[config.mk]
export PLATFORM = sky130hd
export DESIGN_NAME = axis_matvec_mul_tiled
export DESIGN_NICKNAME = d
export VERILOG_FILES = /design/src/rtl/axis_matvec_pkg.sv /design/src/rtl/matvec_tile_dot.sv /design/src/rtl/axis_matvec_mul_tiled.sv
export SDC_FILE = /design/constraint.sdc
export NUM_CORES = 2
export LEC_CHECK = 0
export BUFFER_PORTS_ARGS = -buffer_cell sky130_fd_sc_hd__buf_2
export CAP_MARGIN = 20
export CORE_ASPECT_RATIO = 1.1
export CORE_MARGIN = 4
export CORE_UTILIZATION = 55
export DETAILED_ROUTE_END_ITERATION = 12
export GPL_TIMING_DRIVEN = 0
export PLACE_DENSITY = 0.77
export SKIP_LAST_GASP = 1
export SYNTH_ARGS = -nofsm -noshare
export SYNTH_HDL_FRONTEND = slang
export SYNTH_SLANG_ARGS = --single-unit
[constraint.sdc]
create_clock -name clk -period 4.6 [get_ports clk]
set_input_delay 0.92 -clock clk [delete_from_list [all_inputs] [get_ports clk]]
set_output_delay 0.92 -clock clk [all_outputs]
set_load 0.005 [all_outputs]
[src/rtl/axis_matvec_pkg.sv]
// Shared width derivations for the tiled AXI-Stream matrix-vector multiplier.
// The top module and its dot-product tile compute port and accumulator
// widths through these functions, so the widths cannot drift apart.
package axis_matvec_pkg;

  // Result width: a full product plus enough headroom for C accumulations.
  function automatic int calc_w_y(input int w_x, input int w_k, input int c);
    return w_x + w_k + $clog2(c);
  endfunction

  // Input beat: R*C_T matrix elements above C_T vector elements.
  function automatic int calc_bus_in_w(input int r, input int c_t,
                                       input int w_k, input int w_x);
    return r * c_t * w_k + c_t * w_x;
  endfunction

  // Output beat: one W_Y result per row.
  function automatic int calc_bus_out_w(input int r, input int w_y);
    return r * w_y;
  endfunction

endpackage

[src/rtl/matvec_tile_dot.sv]
// Combinational partial dot products for one input beat.
// For every row r, psum[r] = sum over the C_T columns of the beat of
// k_tile[r][c] * x_tile[c], sign- or zero-extended to W_Y bits.
//   k_tile : R*C_T*W_K  matrix tile, element (r,c) at ((r*C_T)+c)*W_K
//   x_tile : C_T*W_X    vector tile, element c at c*W_X
//   psum   : R*W_Y      per-row partial sums, row r at r*W_Y
module matvec_tile_dot
  import axis_matvec_pkg::*;
#(
  parameter int R      = 8,
  parameter int C_T    = 2,
  parameter int W_X    = 8,
  parameter int W_K    = 8,
  parameter int SIGNED = 1,
  parameter int W_Y    = calc_w_y(W_X, W_K, 8)
) (
  input  logic [R*C_T*W_K-1:0] k_tile,
  input  logic [C_T*W_X-1:0]   x_tile,
  output logic [R*W_Y-1:0]     psum
);

  // One extra operand bit lets a single signed multiplier serve both modes:
  // the extension bit is the sign bit when SIGNED, zero otherwise.
  localparam int   PW = W_X + W_K + 2;
  localparam logic SX = (SIGNED != 0);

  logic signed [W_X:0]   x_ext   [C_T];
  logic signed [W_K:0]   k_ext   [R][C_T];
  logic signed [PW-1:0]  prod    [R][C_T];
  logic signed [W_Y-1:0] row_sum [R];

  for (genvar c = 0; c < C_T; c++) begin : g_x
    assign x_ext[c] = {SX & x_tile[c*W_X + W_X-1], x_tile[c*W_X +: W_X]};
  end

  for (genvar r = 0; r < R; r++) begin : g_row
    for (genvar c = 0; c < C_T; c++) begin : g_col
      assign k_ext[r][c] = {SX & k_tile[(r*C_T+c)*W_K + W_K-1],
                            k_tile[(r*C_T+c)*W_K +: W_K]};
      assign prod[r][c]  = PW'(x_ext[c]) * PW'(k_ext[r][c]);
    end
    assign psum[r*W_Y +: W_Y] = row_sum[r];
  end

  // The true product always fits in W_X+W_K bits, so resizing to W_Y
  // (sign-extend or truncate) keeps the sum exact modulo 2^W_Y.
  always_comb begin
    for (int r = 0; r < R; r++) begin
      // NOTE: every combinational output gets a value before any conditional
      // or accumulating update; otherwise synthesis infers a latch.
      row_sum[r] = '0;
      for (int c = 0; c < C_T; c++) begin
        row_sum[r] = row_sum[r] + W_Y'(prod[r][c]);
      end
    end
  end

endmodule

[src/rtl/axis_matvec_mul_tiled.sv]
// Tiled matrix-vector multiplier with AXI-Stream style handshakes.
// A vector arrives as N_T = C/C_T beats, each carrying C_T columns of the
// matrix (all R rows) and of the vector. Per-row accumulators collect the
// beat partial sums; the final beat loads y = K*x into the output register.
//   clk, rstn          : clock, asynchronous active-low reset
//   s_valid/s_ready    : input beat handshake
//   s_data             : {k_tile[R][C_T][W_K], x_tile[C_T][W_X]}
//   m_valid/m_ready    : result handshake
//   m_data             : y[R-1:0][W_Y], row r at r*W_Y
module axis_matvec_mul_tiled
  import axis_matvec_pkg::*;
#(
  parameter  int R         = 8,
  parameter  int C         = 8,
  parameter  int C_T       = 2,
  parameter  int W_X       = 8,
  parameter  int W_K       = 8,
  parameter  int SIGNED    = 1,
  localparam int N_T       = C / C_T,
  localparam int W_Y       = calc_w_y(W_X, W_K, C),
  localparam int BUS_IN_W  = calc_bus_in_w(R, C_T, W_K, W_X),
  localparam int BUS_OUT_W = calc_bus_out_w(R, W_Y)
) (
  input  logic                 clk,
  input  logic                 rstn,
  input  logic                 s_valid,
  output logic                 s_ready,
  input  logic [BUS_IN_W-1:0]  s_data,
  output logic                 m_valid,
  input  logic                 m_ready,
  output logic [BUS_OUT_W-1:0] m_data
);

  if (C % C_T != 0) begin : g_bad_tiling
    $error("axis_matvec_mul_tiled: C must be a multiple of C_T");
  end

  localparam int                BEAT_W    = (N_T > 1) ? $clog2(N_T) : 1;
  localparam logic [BEAT_W-1:0] LAST_BEAT = BEAT_W'(N_T - 1);

  logic [BEAT_W-1:0] beat;
  logic              run_q;
  logic [W_Y-1:0]    acc      [R];
  logic [W_Y-1:0]    next_acc [R];
  logic [R*W_Y-1:0]  psum;
  logic              is_last;
  logic              in_hs;
  logic              out_hs;

  matvec_tile_dot #(
    .R      (R),
    .C_T    (C_T),
    .W_X    (W_X),
    .W_K    (W_K),
    .SIGNED (SIGNED),
    .W_Y    (W_Y)
  ) u_dot (
    .k_tile (s_data[BUS_IN_W-1 -: R*C_T*W_K]),
    .x_tile (s_data[C_T*W_X-1:0]),
    .psum   (psum)
  );

  // Only the final beat needs room in the output register; earlier beats of
  // the next vector stream into the accumulators while a result is stalled.
  // run_q keeps s_ready low during reset and until the first edge after it.
  assign is_last = (beat == LAST_BEAT);
  assign s_ready = run_q && (!is_last || !m_valid || m_ready);
  assign in_hs   = s_valid && s_ready;
  assign out_hs  = m_valid && m_ready;

  // Beat 0 restarts the sum, which also discards any stale partial vector.
  for (genvar r = 0; r < R; r++) begin : g_next
    assign next_acc[r] = ((beat == '0) ? '0 : acc[r]) + psum[r*W_Y +: W_Y];
  end

  always_ff @(posedge clk or negedge rstn) begin
    // NOTE: state registers use non-blocking assignments so every flop samples
    // pre-edge values regardless of statement order or process scheduling.
    if (!rstn) begin
      beat  <= '0;
      run_q <= 1'b0;
    end else begin
      run_q <= 1'b1;
      if (in_hs) beat <= is_last ? '0 : beat + 1'b1;
    end
  end

  always_ff @(posedge clk or negedge rstn) begin
    if (!rstn) begin
      // NOTE: register arrays are normally left unreset so they can map to
      // RAM; these few accumulators are plain flops and must read zero.
      for (int r = 0; r < R; r++) acc[r] <= '0;
    end else if (in_hs) begin
      for (int r = 0; r < R; r++) acc[r] <= next_acc[r];
    end
  end

  // A final beat accepted on the same edge as an output handshake simply
  // replaces the result, so m_valid stays high without a bubble.
  always_ff @(posedge clk or negedge rstn) begin
    if (!rstn) begin
      m_valid <= 1'b0;
      m_data  <= '0;
    end else if (in_hs && is_last) begin
      m_valid <= 1'b1;
      for (int r = 0; r < R; r++) m_data[r*W_Y +: W_Y] <= next_acc[r];
    end else if (out_hs) begin
      m_valid <= 1'b0;
    end
  end

endmodule

* Word-level counts from Yosys, hierarchy flattened
Index checks and enable logic that the tools add are counted.
** Word-level totals
- Flip-flop bits (word level) :: 308
- Input bits :: 148
- Output and inout port bits :: 154
- Word-level logic and storage cells :: 67
** Cells by class
- $add $sub $neg :: 17
- Multiply operators :: 16
- Equal/unequal tests :: 1
- Mux-type cells :: 11
- Reduce and logical (&&, ||, !) cells :: 10
** Operators with widths (number)
- $mul A8 B8 Y16 :: 16
- $add A19 B19 Y19 :: 8
- $mux W19 :: 8
- $add A16 B16 Y17 :: 8
- $logic_and A1 B1 Y1 :: 4
- $add A2 B1 Y2 const B :: 1
- $eq A2 B2 Y1 const B :: 1
- $logic_not A1 Y1 :: 2
- $logic_not A2 Y1 :: 1
- $logic_or A1 B1 Y1 :: 2
- $mux W1 :: 2
- $mux W2 :: 1
- $reduce_bool A2 Y1 :: 1

* Longest topological paths before layout
- Word-level depth :: 8
- Gate-level depth with buffers :: 34
- Gate-level depth less buffers :: 32

* Cells and area by module
From an unflattened synthesis, not the netlist that was laid out.
** Unflattened totals
- Cell total of the unflattened synthesis :: 6886
- Area, all modules :: 63149.3 um2
** Modules (own cells, without submodules)
- matvec_tile_dot :: instances 1, cells each 4610, area an instance 43108.8 um2, sequential area each 0.0 um2
- axis_matvec_mul_tiled :: instances 1, cells each 2276, area an instance 20040.5 um2, sequential area each 7707.4 um2

* Least setup slack after synthesis
No wires, ideal clock.
- Path kind :: input -> register
- Start :: in s_data[15]
- End :: reg acc[56] in the netlist's numbering
- Setup time :: 0.125 ns
- Arrival :: 8.128 ns
- Slack :: -3.653 ns
- Cell stages on the path :: 30
- Path buffers :: 2
- Cells stage by stage :: clkbuf_1 clkbuf_1 and2_1 inv_1 fa_1 fa_1 inv_1 fa_1 fa_1 fa_1 inv_1 fa_1 inv_1 ha_1 and2_1 o21ai_0 o31ai_1 or4_1 a31o_2 a21oi_1 xnor2_1 ha_1 and3_1 o21ai_0 o21ai_1 a31oi_4 nor3b_1 a2111oi_2 xnor2_1 mux2_2
** Between the ends
- Word-level cells in the longest chain between the ends :: 3
** Ends and longest elaborated chain
- start, declared :: RTL line axis_matvec_mul_tiled.sv:28 : input logic [BUS_IN_W-1:0] s_data,
- $mul A8 B8 Y16 :: RTL line matvec_tile_dot.sv:40 : assign prod[r][c] = PW'(x_ext[c]) * PW'(k_ext[r][c]);
- $add A16 B16 Y17 :: RTL line matvec_tile_dot.sv:53 : row_sum[r] = row_sum[r] + W_Y'(prod[r][c]);
- $add A19 B19 Y19 :: RTL line axis_matvec_mul_tiled.sv:73 : assign next_acc[r] = ((beat == '0) ? '0 : acc[r]) + psum[r*W_Y +: W_Y];
- end, declared :: RTL line axis_matvec_mul_tiled.sv:43 : logic [W_Y-1:0] acc [R];
No other way between the ends.
A chain may end at the register's enable or synchronous reset.

* Final worst setup path
- Start :: in s_data[6]
- End :: reg m_data[36]
** Between the ends
- Word-level cells in the longest chain between the ends :: 3
** Ends and longest elaborated chain
- $mul A8 B8 Y16 :: RTL line matvec_tile_dot.sv:40
- $add A16 B16 Y17 :: RTL line matvec_tile_dot.sv:53
- $add A19 B19 Y19 :: RTL line axis_matvec_mul_tiled.sv:73
- end signal, assigned :: RTL line axis_matvec_mul_tiled.sv:103 : m_data <= '0;
- end, declared :: RTL line axis_matvec_mul_tiled.sv:31 : output logic [BUS_OUT_W-1:0] m_data
No other way between the ends.

==> impl_metrics.prom <==
# TYPE chip_impl_metric gauge
chip_impl_metric{name="max_stage_delay",unit="ns"} 0.54
chip_impl_metric{name="gr-usage-all-layers",unit=""} 0.377
chip_impl_metric{name="synthToLayoutAreaGrowth",unit="%"} 27.1
chip_impl_metric{name="synthArstFlopShare",unit=""} 1.00
chip_impl_metric{name="ys_seq_elements",unit=""} 308
chip_impl_metric{name="vias_per_cell",unit=""} 5.67
chip_impl_metric{name="max_freq",unit="MHz"} 129
chip_impl_metric{name="num-nets-final",unit=""} 9470
chip_impl_metric{name="cts.reportedPaths.clkPinSlew",unit="ns"} 0.07
chip_impl_metric{name="first_global_vias",unit=""} 54000
chip_impl_metric{name="final_cell_utilization_of_the_core",unit=""} 0.704
chip_impl_metric{name="drtIter0Drc",unit=""} 5076
chip_impl_metric{name="antenna_violations_before_repair",unit=""} 46
chip_impl_info{name="clk_root_buffer_cell",value="sky130_fd_sc_hd__clkbuf_16"} 1
chip_impl_metric{name="clk_latency",unit="ns"} 0.58
chip_impl_metric{name="tightest_slew",unit="ns"} 1.18
chip_impl_metric{name="yosys.area_share.xor_xnor",unit=""} 0.0469
chip_impl_metric{name="synthSimpleGateAreaFrac",unit=""} 0.172
chip_impl_metric{name="cts_inserted_buffers",unit=""} 28
chip_impl_info{name="largest_family_of_logic_cells_by_synthesized_area",value="adder cells"} 1
chip_impl_metric{name="synth.lib_cells_used.distinct",unit=""} 77
chip_impl_metric{name="wl_per_instance",unit="um"} 25.0
chip_impl_info{name="hold_path_class",value="primary input to async pin"} 1
chip_impl_metric{name="synthesis.area_per_instance",unit="um^2"} 9.06
chip_impl_metric{name="yosys.area_share.adder",unit=""} 0.485
chip_impl_metric{name="worst_slack",unit="ns"} -3.14
chip_impl_metric{name="synthMuxAreaShare",unit=""} 0.00967
chip_impl_metric{name="cp.required",unit="ns"} 5.06
chip_impl_info{name="synth.area.top_cells",value="sky130_fd_sc_hd__fa_1 (37%), sky130_fd_sc_hd__dfrtp_1 (12%), sky130_fd_sc_hd__ha_1 (11%)"} 1
chip_impl_metric{name="floorplan.core_area",unit="um^2"} 112000
chip_impl_info{name="synth_largest_area_cell",value="sky130_fd_sc_hd__fa_1"} 1
chip_impl_metric{name="totalWireLength",unit="um"} 229000
chip_impl_metric{name="number_of_flops_mapped_to_enable_cells_by_yosys",unit=""} 0
chip_impl_metric{name="post_synth_inst_count",unit=""} 6870
chip_impl_metric{name="final_layout_size_suffix_gt1_frac",unit=""} 0.251
chip_impl_metric{name="ys_warn_count",unit=""} 0
chip_impl_metric{name="floorplan.initialDensity",unit=""} 0.554
chip_impl_metric{name="grt_remaining_overflow",unit=""} 0
chip_impl_metric{name="dieWidth",unit="um"} 329
chip_impl_metric{name="layout_worst_path_cycle_share",unit=""} 1.68
chip_impl_metric{name="cp_max_fo",unit=""} 10
chip_impl_metric{name="io_buffer_count",unit=""} 285
chip_impl_metric{name="via_count",unit=""} 52000
chip_impl_metric{name="grt_first_pass_wirelength",unit="um"} 333000
chip_impl_metric{name="cts_sinks",unit=""} 308
chip_impl_metric{name="syn-num-nets",unit=""} 8740
chip_impl_info{name="yosys_most_used_dff",value="sky130_fd_sc_hd__dfrtp_1"} 1
chip_impl_metric{name="timing.final.setup_violations",unit=""} 256
chip_impl_metric{name="synth_sequential_area_ratio",unit=""} 0.124
chip_impl_metric{name="holdBufCountCts",unit=""} 0
chip_impl_info{name="unrepaired_setup_endpoints_after_global_routing",value="yes"} 1
chip_impl_info{name="worstSetupEndpointType",value="flop"} 1
chip_impl_metric{name="crit_arrival",unit="ns"} 8.20
chip_impl_info{name="violated_checks",value="setup timing"} 1
chip_impl_info{name="critical_path.reg2reg.endpoint",value="acc[94]"} 1
chip_impl_metric{name="compound_gate_portion_of_the_synthesized_area",unit=""} 0.0623
chip_impl_info{name="outcome",value="finished, violations left"} 1
chip_impl_metric{name="finalWeightedCongestion",unit=""} 0.977
chip_impl_metric{name="row_count",unit=""} 129
chip_impl_metric{name="filler_cell_count",unit=""} 7970
chip_impl_metric{name="ctsLongestPathBuffers",unit=""} 3
chip_impl_metric{name="design.die.area",unit="um^2"} 119000
chip_impl_metric{name="finClkSkew",unit="ns"} 0.0119
chip_impl_info{name="leading_cell_type_by_number_of_instances_after_synthesis",value="sky130_fd_sc_hd__inv_1"} 1
chip_impl_info{name="cts_tree",value="yes"} 1
chip_impl_metric{name="detailedRoute.firstPassIterationCount",unit=""} 8
chip_impl_info{name="cpMostUsedCell",value="sky130_fd_sc_hd__fa_1"} 1
chip_impl_metric{name="detail-route-antenna-nets",unit=""} 0
chip_impl_metric{name="post-synth-top-area-fraction",unit=""} 0.371
chip_impl_metric{name="finalCriticalPeriod",unit="ns"} 7.74
chip_impl_metric{name="die_height",unit="um"} 361
chip_impl_metric{name="finalHoldViolations",unit=""} 0
chip_impl_info{name="critical_path.reg2reg.startpoint",value="beat[0]"} 1
chip_impl_metric{name="cts_htree_levels",unit=""} 1
chip_impl_metric{name="drv_cap",unit=""} 0
chip_impl_info{name="startpoint_type",value="primary input"} 1
chip_impl_metric{name="place.detailed.hpwl",unit="um"} 171000
chip_impl_metric{name="route.detailed.drc",unit=""} 0
chip_impl_metric{name="grt_start_max_net_pins",unit=""} 102
chip_impl_metric{name="top_level_ports",unit=""} 302
chip_impl_info{name="synth_commonest_cells",value="sky130_fd_sc_hd__inv_1 (1455), sky130_fd_sc_hd__fa_1 (1152), sky130_fd_sc_hd__nand2_1 (947)"} 1
chip_impl_metric{name="slew_headroom",unit=""} 0.216
chip_impl_metric{name="setup_slack_reg_to_reg",unit="ns"} -1.21
chip_impl_metric{name="final_max_slew_viol_count",unit=""} 0
chip_impl_metric{name="reg2reg_depth",unit=""} 19
chip_impl_info{name="critical_path.slowest_cell",value="sky130_fd_sc_hd__fa_1"} 1
chip_impl_metric{name="mappedNetlistArea",unit="um^2"} 62200
chip_impl_info{name="critical_path_start_end_classification",value="primary input to flop"} 1
[through the flow]
stage	setup WS, ns	setup TNS [ns]	hold WS, ns	std cells	area, um^2
after floorplan	-3.01	-431.72	0.431	6870	65000
after detailed placement	-4.58	-768.57	0.454	8670	68500
after CTS	-2.89	-448.70	0.190	8988	75400
after global placement	-4.84	-1834.12	0.441	8661	68300
after global routing	-3.26	-516.76	0.216	9143	79000
final	-3.14	-484.31	0.196	9176	79100
[per-layer routing]
layer | vias to the layer above | track usage | part of all wire
met5 | - | 0 | 0.00034
met4 | 12 | 0.237 | 0.084
met3 | 847 | 0.108 | 0.12
met2 | 2895 | 0.569 | 0.44
met1 | 26100 | 0.478 | 0.36
li1 | 22200 | - | -
[cells in the final DEF, fill, tap and decap left out, drive strengths merged, types with 43 or more instances in the layout]
| cell | synthesis | final |
|---|---|---|
| dfrtp | 308 | 308 |
| nor3 | 47 | 47 |
| mux2 | 49 | 49 |
| nor2b | 171 | 171 |
| fa | 1152 | 1152 |
| clkbuf | 193 | 218 |
| diode | 0 | 49 |
| a21o | 56 | 56 |
| xor2 | 55 | 55 |
| o21ai | 144 | 144 |
| nand2 | 947 | 947 |
| nor2 | 232 | 232 |
| inv | 1455 | 1455 |
| xnor2 | 274 | 274 |
| and2 | 614 | 614 |
| o21a | 43 | 43 |
| ha | 570 | 570 |
| a21oi | 183 | 183 |
| nand2b | 50 | 50 |
| buf | 9 | 722 |
[sequential cells by signal, summed over array words and instances (netlist names)]
name     count
m_data     152
run_q        1
acc        152
beat         2
m_valid      1
[final cells by class]
type | instances | area, um^2 | share of cell area
Buffer | 198 | 2570 | 0.0325
Multi-Input combinational cell | 4897 | 54900 | 0.694
Antenna cell | 49 | 123 | 0.00155
Inverter | 1463 | 5510 | 0.0696
Timing Repair Buffer | 704 | 5440 | 0.0687
Clock buffer | 38 | 820 | 0.0104
Tap cell | 1506 | 1880 | 0.0238
Sequential cell | 308 | 7710 | 0.0974
Clock inverter | 13 | 153 | 0.00193
[kinds of logic (layout without fill, tap and decap cells)]
kind of cell    count (synthesis)  after routing
compound gates                602            602
xor+xnor                      330            330
fa+ha+maj                    1722           1722
buf+inv                      1665           2416
flops                         308            308
mux                            54             54
other cells                     1             50
simple gates                 2188           2188
[critical path, delay by kind of cell]
family / cells / cell delay, ns
mux: 1 / 0.28
simple gates: 7 / 1.24
xor+xnor: 1 / 0.13
compound gates: 3 / 0.80
buf+inv: 10 / 1.09
fa+ha+maj: 8 / 3.74
[worst max path at each step]
stage          startpoint          to  slack [ns]
2_1_floorplan  s_data[13]     acc[56]       -3.01
3_3_place_gp   s_data[14]  m_data[56]       -4.84
3_5_place_dp   s_data[14]    acc[113]       -4.58
4_1_cts        s_data[11]    acc[132]       -2.89
5_1_grt         s_data[6]    acc[132]       -3.26
6_report        s_data[6]  m_data[36]       -3.14
[what timing repair did]
action,4_1_cts,5_1_grt
endpoints found under the setup margin,268,266
buffers inserted,269,160
gates resized for setup,623,514
gates cloned,3,2
pin swaps,296,340
Power is left out: the tool's default activity adds up to more than one toggle a clock period on the data nets, which glitch-free logic cannot reach.
